File: src/rtl/hazard_control.sv
// Pipeline stall/flush controller: load-use, instruction-RAM structural conflicts
// and taken branches, plus a saturating stall-cycle counter.
module hazard_control #(
  parameter logic [15:0] INST_LIMIT      = 16'h8000,
  parameter int unsigned CONFLICT_CYCLES = 2
) (
  input  logic        clk,
  input  logic        rst,
  input  logic [3:0]  id_reg1_addr,
  input  logic [3:0]  id_reg2_addr,
  input  logic        id_use1,
  input  logic        id_use2,
  input  logic        id_use_sp,
  input  logic        id_use_t,
  input  logic        id_branch_taken,
  input  logic        ieo_mem_read,
  input  logic        ieo_wr_reg,
  input  logic        ieo_wr_sp,
  input  logic        ieo_wr_t,
  input  logic [3:0]  ieo_wb_addr,
  input  logic        emo_ram_req,
  input  logic [15:0] emo_ram_addr,
  input  logic        perf_clr,
  output logic        pc_hold,
  output logic        ifid_hold,
  output logic        idex_hold,
  output logic        exmem_hold,
  output logic        ifid_flush,
  output logic        idex_bubble,
  output logic        memwb_bubble,
  output logic        state,
  output logic [15:0] stall_cycles
);

  localparam int unsigned CNT_W   = 4;
  localparam int unsigned STALL_W = 16;
  localparam logic        MULTI   = (CONFLICT_CYCLES > 1);
  // Remaining freeze cycles after entering CONFLICT (detection cycle already spent)
  localparam logic [CNT_W-1:0] CNT_INIT =
    MULTI ? CNT_W'(CONFLICT_CYCLES - 2) : '0;

  typedef enum logic {
    S_RUN      = 1'b0,
    S_CONFLICT = 1'b1
  } state_e;

  state_e               state_q;
  logic [CNT_W-1:0]     cnt_q;
  logic [STALL_W-1:0]   stall_q, stall_d;

  logic lu, cf, in_conf, freeze, last;

  assign lu = ieo_mem_read &
              ((ieo_wr_reg & id_use1 & (id_reg1_addr == ieo_wb_addr)) |
               (ieo_wr_reg & id_use2 & (id_reg2_addr == ieo_wb_addr)) |
               (ieo_wr_sp  & id_use_sp) |
               (ieo_wr_t   & id_use_t));

  assign cf      = emo_ram_req & (emo_ram_addr < INST_LIMIT);
  assign in_conf = (state_q == S_CONFLICT);
  assign freeze  = in_conf ? (cnt_q != '0) : (cf & MULTI);
  assign last    = in_conf ? (cnt_q == '0) : (cf & ~MULTI);

  // Latch controls; the IF fetch of a conflict's last cycle is discarded
  always_comb begin
    pc_hold      = 1'b0;
    ifid_hold    = 1'b0;
    idex_hold    = 1'b0;
    exmem_hold   = 1'b0;
    ifid_flush   = 1'b0;
    idex_bubble  = 1'b0;
    memwb_bubble = 1'b0;
    if (rst) begin
      pc_hold = 1'b0;
    end else if (freeze) begin
      pc_hold      = 1'b1;
      ifid_hold    = 1'b1;
      idex_hold    = 1'b1;
      exmem_hold   = 1'b1;
      memwb_bubble = 1'b1;
    end else if (last) begin
      if (lu) begin
        pc_hold     = 1'b1;
        ifid_hold   = 1'b1;
        idex_bubble = 1'b1;
      end else if (id_branch_taken) begin
        ifid_flush = 1'b1;
      end else begin
        pc_hold    = 1'b1;
        ifid_flush = 1'b1;
      end
    end else if (lu) begin
      pc_hold     = 1'b1;
      ifid_hold   = 1'b1;
      idex_bubble = 1'b1;
    end else if (id_branch_taken) begin
      ifid_flush = 1'b1;
    end
  end

  always_ff @(posedge clk or posedge rst) begin
    if (rst) begin
      state_q <= S_RUN;
      cnt_q   <= '0;
    end else begin
      case (state_q)
        S_RUN: begin
          if (cf && MULTI) begin
            state_q <= S_CONFLICT;
            cnt_q   <= CNT_INIT;
          end
        end
        S_CONFLICT: begin
          if (cnt_q != '0) begin
            cnt_q <= cnt_q - CNT_W'(1);
          end else begin
            state_q <= S_RUN;
          end
        end
        default: begin
          state_q <= S_RUN;
          cnt_q   <= '0;
        end
      endcase
    end
  end

  always_comb begin
    stall_d = stall_q;
    if (perf_clr) begin
      stall_d = '0;
    end else if (pc_hold && (stall_q != {STALL_W{1'b1}})) begin
      stall_d = stall_q + STALL_W'(1);
    end
  end

  always_ff @(posedge clk or posedge rst) begin
    if (rst) begin
      stall_q <= '0;
    end else begin
      stall_q <= stall_d;
    end
  end

  assign state        = in_conf;
  assign stall_cycles = stall_q;

endmodule

File: config.mk
export PLATFORM = sky130hd
export DESIGN_NAME = hazard_control
export DESIGN_NICKNAME = d
export VERILOG_FILES = /design/src/rtl/hazard_control.sv
export SDC_FILE = /design/constraint.sdc
export NUM_CORES = 1
export LEC_CHECK = 0
export BUFFER_PORTS_ARGS = -buffer_cell sky130_fd_sc_hd__buf_4
export CAP_MARGIN = 5
export CORE_ASPECT_RATIO = 2
export CORE_MARGIN = 2
export CORE_UTILIZATION = 47
export CTS_CLUSTER_DIAMETER = 200
export CTS_CLUSTER_SIZE = 8
export DETAILED_ROUTE_END_ITERATION = 10
export GPL_TIMING_DRIVEN = 0
export PLACE_DENSITY = 0.87
export SYNTH_ARGS = -nofsm -noshare
export SYNTH_HDL_FRONTEND = slang
export SYNTH_SLANG_ARGS = --single-unit
File: constraint.sdc
create_clock -name clk -period 2.5 [get_ports clk]
set_clock_uncertainty 0.1 [all_clocks]
set_input_delay 0 -clock clk [delete_from_list [all_inputs] [get_ports clk]]
set_output_delay 0 -clock clk [all_outputs]
set_load 0.02 [all_outputs]
---- Yosys cells after proc, flatten, opt, wreduce, memory -nomap -nowiden ----
Cells that the tools add are included.
Widths: inputs -> output; s select.
cells by class
  $add $sub $neg .......................... 2
  multipliers ............................. 0
  divide/modulo/power cells ............... 0
  magnitude comparators ................... 1
  equal/unequal tests ..................... 5
  shifts and indexed selects .............. 0
  multiplexer cells ....................... 28
  bitwise operators ....................... 12
  reductions and logical operators ........ 5
operator list
  operator               count
  $mux 16                2
  $mux 1                 22
  $add 16x1->16 const B  1
  $lt 16x16->1 const B   1
  $ne 16x16->1 const B   1
  $and 1x1->1            8
  $eq 4x4->1             2
  $mux 4                 2
  $pmux 4 s2             1
  $logic_not 4->1        1
  $reduce_bool 4->1      1
  $sub 4x1->4 const B    1
  $or 1x1->1             3
  $ne 2x1->1 const B     1
  $ne 2x2->1 const B     1
  $pmux 1 s2             1
  $reduce_and 2->1       1
  $reduce_bool 2->1      1
  $logic_and 1x1->1      1
  $not 1->1              1
storage, ports and cells
  register bits after elaboration ......... 21
  bits in latches ......................... 0
  RAM bits ................................ 0
  bits in read-only memories .............. 0
  input bits .............................. 41
  output and inout port bits .............. 24
  word-level logic and storage cells ...... 56
  memories kept ........................... 0

---- Longest topological paths before layout ----
  depth in word-level cells ............... 13
  mapped depth ............................ 9
  gate-level depth less buffers ........... 8

---- Worst setup path after synthesis ----
No wires, ideal clock.
  path kind ............................... register to register
  start point ............................. register stall_q[0], in the netlist stall_cycles[0]
  end point ............................... register stall_q[12], in the netlist stall_cycles[12]
  setup time .............................. 128 ps
  arrival time ............................ 2006 ps
  slack ................................... 267 ps
  cell stages (with the launch flop) ...... 8
  path buffers ............................ 0
  period minus slack after synthesis ...... 2233 ps
  cells stage by stage .................... dfrtp_1 -> ha_1 -> nand4_4 -> nor4_4 -> nor3_2 -> a21oi_4 -> a211oi_1 -> mux2_1
between the ends
  word-level cells in the longest chain between the ends .. 3
  elaborated cells between the ends (all ways) .. 6
RTL lines
  item                                           RTL line  text
  start: declaration                             49        logic [STALL_W-1:0] stall_q, stall_d;
  start signal: assignment                       141       stall_q <= stall_d;
  $add 16x1->16 or $ne 16x16->1 (tied branches)  133, 132
  $mux 16 or $logic_and 1x1->1 (tied branches)   132       end else if (pc_hold && (stall_q != {STALL_W{1'b1}})) begin
  $mux 16 or $reduce_bool 2->1 (tied branches)   -
Several ways; a longest one is shown, not always the timed one. The select of a mux whose other input is x is not followed.
A chain may end at the register's enable or synchronous reset.

---- Worst setup path in the final report ----
  start point ............................. register cnt_q[0]
  end point ............................... register stall_q[11], in the netlist stall_cycles[11]
between the ends
  word-level cells in the longest chain between the ends .. 7
  elaborated cells between the ends (all ways) .. 9
RTL lines
  item                                    RTL line  text
  start: declaration                      48        logic [CNT_W-1:0] cnt_q;
  start signal: assignment                115       cnt_q <= cnt_q - CNT_W'(1);
  $logic_not 4->1                         62        assign last = in_conf ? (cnt_q == '0) : (cf & ~MULTI);
  $mux 1                                  62
  $mux 1                                  81        end else if (last) begin
  $mux 1 (*)                              75        end else if (freeze) begin
  $mux 1 (*)                              73        if (rst) begin
  $logic_and 1x1->1 (*)                   132
  $reduce_bool 2->1 (no source line) (*)  -
Every way passes the cells marked *; elsewhere a longest branch is shown, timed or not.

==> impl_metrics.ini <==
[run_status]
status = completed

[floorplan]
die_w_microns = 43.7
fp.coreArea_sq_mm = 0.00298
io-pin-count = 65
die_area_sq_mm = 0.00364
row_count = 28
initial_core_util_pct = 49.7
dieHeight_microns = 83.4

[timing]
worst_slew_pin_slew_ps = 837
fmax_mhz = 432
grt_setup_unrepaired = false
hold_viol = 0
fin_crit_sh_pct = 92.6
maxSlewHeadroom_pct = 44.1
setup_viol = 0
final.setup.tns_ps = 0
drv_slew = 0
min_period_ps = 2310

[yosys]
synth_top_area_share_pct = 35.5
synthAdderAreaFrac_pct = 1.69
async_flop_share_pct = 100
synth_ff_type = dfrtp_1
synth_mux_area_share_pct = 6.84
synth_area_leaders = dfrtp_1 35%, mux2_1 6.8%, nand3_1 5.1%, a21oi_1 4.4%, nor2_1 4.3%
ys_warn_count = 0
yosys.cell_count.top_type = dfrtp_1
synth_top_family_by_area = simple AND/OR/NAND/NOR gates
yosysSeqAreaShare_pct = 35.5
synthTopCellsByCount = 21 x dfrtp_1, 17 x nor2_1, 15 x nand3_1
synth-compound-area-share_pct = 17.1
ys_seq_elements = 21
yosys.area_share.simple_pct = 28.5
ys_types = 39
synth_edf_count = 0
synth_nets = 210
yosysTopAreaCell = dfrtp_1
syn-instance-count = 167
syn_area_per_cell_sq_um = 8.87
syn-cell-area_sq_mm = 0.00148
synth-xor-area-share_pct = 5.32

[worst_hold_path]
hp-start = perf_clr
hold_path_class = input pin to flop
min_path_cells = 3
hold_end = stall_cycles[12]

[clock_network]
htree_num_levels = 1
clock_latency_ps = 270
numCtsBuffers = 3
clkTransAtPathRegs_ps = 80
cts_tree = done
postCtsSetupBuffers = 0
cts-root-buf = clkbuf_8
clockBufferDepth = 2
clock_sink_count = 21

[pwr]
leakage_nw = 0.914
pwr-share-seq_pct = 34.4
intPower_mw = 0.759
combPwrFrac_pct = 47.2
power.share.clock_pct = 18.3
peakVddDrop_mv = 0.598
swShare_pct = 39.2
power.density_mw_per_mm2 = 643
p_sw_mw = 0.490

[placement]
dp_hpwl_microns = 2920
place_congestion = 0.754
port_buffers = 48

[grt]
overflow = 0
grt_first_pass_wirelength_microns = 6060
antenna_found_initial = 0
grt_max_degree = 23
met1_usage_pct = 20.7
track_usage_pct = 21.0
grt_pass1_vias = 1486
use_met3_pct = 0.652
grt_busiest_layer = met2
met2_usage_pct = 41.6

[setup_path]
max_stage_delay_ps = 410
critPathMostFrequentCell = a21oi_1
slowest_stage = dfrtp_1
end_kind = flop
r2r_cells = 8
worstPathCellList = inv_1, ha_1, and4bb_4, a21oi_1, o31ai_2, buf_2, or3_1, a21oi_1
timing.rr.end = stall_cycles[11]
start_kind = flop
timing.rr.start = cnt_q[0]
ff2ff_setup_slack_ps = 190
critPathRequiredTime_ps = 2590
cp_max_fo = 10
crit_arrival_ps = 2400
worst-setup-path-type = flop to flop

[final_layout]
fin_nets = 264
syn2layout_area_growth_pct = 31.0
finish.utilization_pct = 65.2
drive_gt1_share_pct = 30.0
diodes = 0

[routing]
post-route-drc-count = 0
drt-total-wl_microns = 3630
drtIter0Drc = 28
wire_per_inst_microns = 14.5
num_vias = 1490
viasPerCell = 5.96
drtPass1Iterations = 4
drtAntennaViolNets = 0

[flow_run]
drv_cap = 0
-- worst max-delay path: cells and delay by family (launching register included) --
kind	cells	cell delay [ps]
DFF	1	410
adders and majority gates	1	230
and+or+nand+nor	2	570
AOI/OAI and AO/OA	3	680
buffers and inverters	2	250
-- cell usage in the layout (no fill, tap or decap), drive strengths merged, types with 2 or more instances in the layout --
cell,netlist,layout
a22o,3,3
xor2,3,3
nor3,6,6
o211ai,2,2
nand4,4,4
and3,2,2
nor4,3,3
o21ai,9,9
nor2b,9,9
dfrtp,21,21
a211oi,3,3
a21oi,14,14
ha,2,2
clkbuf,2,5
or3,6,6
xnor2,6,6
buf,5,53
mux2,9,9
nor2,17,17
nand3,15,15
o21a,2,2
nand2,5,5
inv,10,10
-- power by group through the flow --
stage | combinational (mW) | clock (mW) | sequential, mW
floorplan | 0.389 | 0 | 0.443
global placement | 0.566 | 0 | 0.436
detailed placement | 0.586 | 0 | 0.437
CTS | 0.589 | 0.230 | 0.429
global route | 0.646 | 0.241 | 0.438
finish | 0.590 | 0.229 | 0.430
-- registers in the layout (all words and copies together), names as in the netlist --
| register | count |
|---|---|
| stall_cycles | 16 |
| cnt_q | 4 |
| state | 1 |
-- final cells by class --
type,count,area (sq um)
sequential,21,526
multi-input combinational,129,886
clock inverter,1,5.00
clock buffer,3,41.3
inverter,10,37.5
buffer,7,37.5
tap,30,37.5
fill,236,1040
timing repair buffer,49,370
-- how the worst max path moves through the flow --
stage          slack (ps)             from               end
2_1_floorplan         270  stall_cycles[0]  stall_cycles[12]
3_3_place_gp          210         cnt_q[0]   stall_cycles[7]
3_5_place_dp          190  stall_cycles[0]   stall_cycles[6]
4_1_cts               120         cnt_q[0]           pc_hold
5_1_grt                 6  stall_cycles[0]   stall_cycles[6]
6_report              190         cnt_q[0]  stall_cycles[11]
-- stage by stage --
stage,power (mW),area (sq um),setup slack (ps),std cells,hold WS (ps)
after detailed placement,1.02,1880,188,245,182
final,1.25,1940,186,250,26.5
after floorplan,0.832,1480,267,167,52.2
after global placement,1.00,1880,207,245,178
after CTS,1.25,1940,116,250,26.3
after global routing,1.32,1940,5.53,250,45.3
-- timing repair --
action,4_1_cts,5_1_grt
hold endpoints to repair,21,0
setup endpoints to repair,0,1
hold buffers,1,0
resized for setup,0,1
-- metal layers --
| metal | wire length [microns] | part of all wire [%] | vias to the layer above |
|---|---|---|---|
| li1 | - | - | 706 |
| met1 | 1250 | 34 | 723 |
| met2 | 2130 | 59 | 56 |
| met3 | 186 | 5.1 | 5 |
| met4 | 68 | 1.9 | 0 |
| met5 | 0 | 0 | - |
-- cells by family (layout without fill, tap and decap cells) --
family / Yosys count / in the layout
and+or+nand+nor: 70 / 70
xor gates and xnor gates: 9 / 9
adders and majority gates: 2 / 2
muxes: 9 / 9
DFF: 21 / 21
AOI/OAI and AO/OA: 39 / 39
buffers and inverters: 17 / 70
No activity file was read; power rests on OpenSTA's default activity.
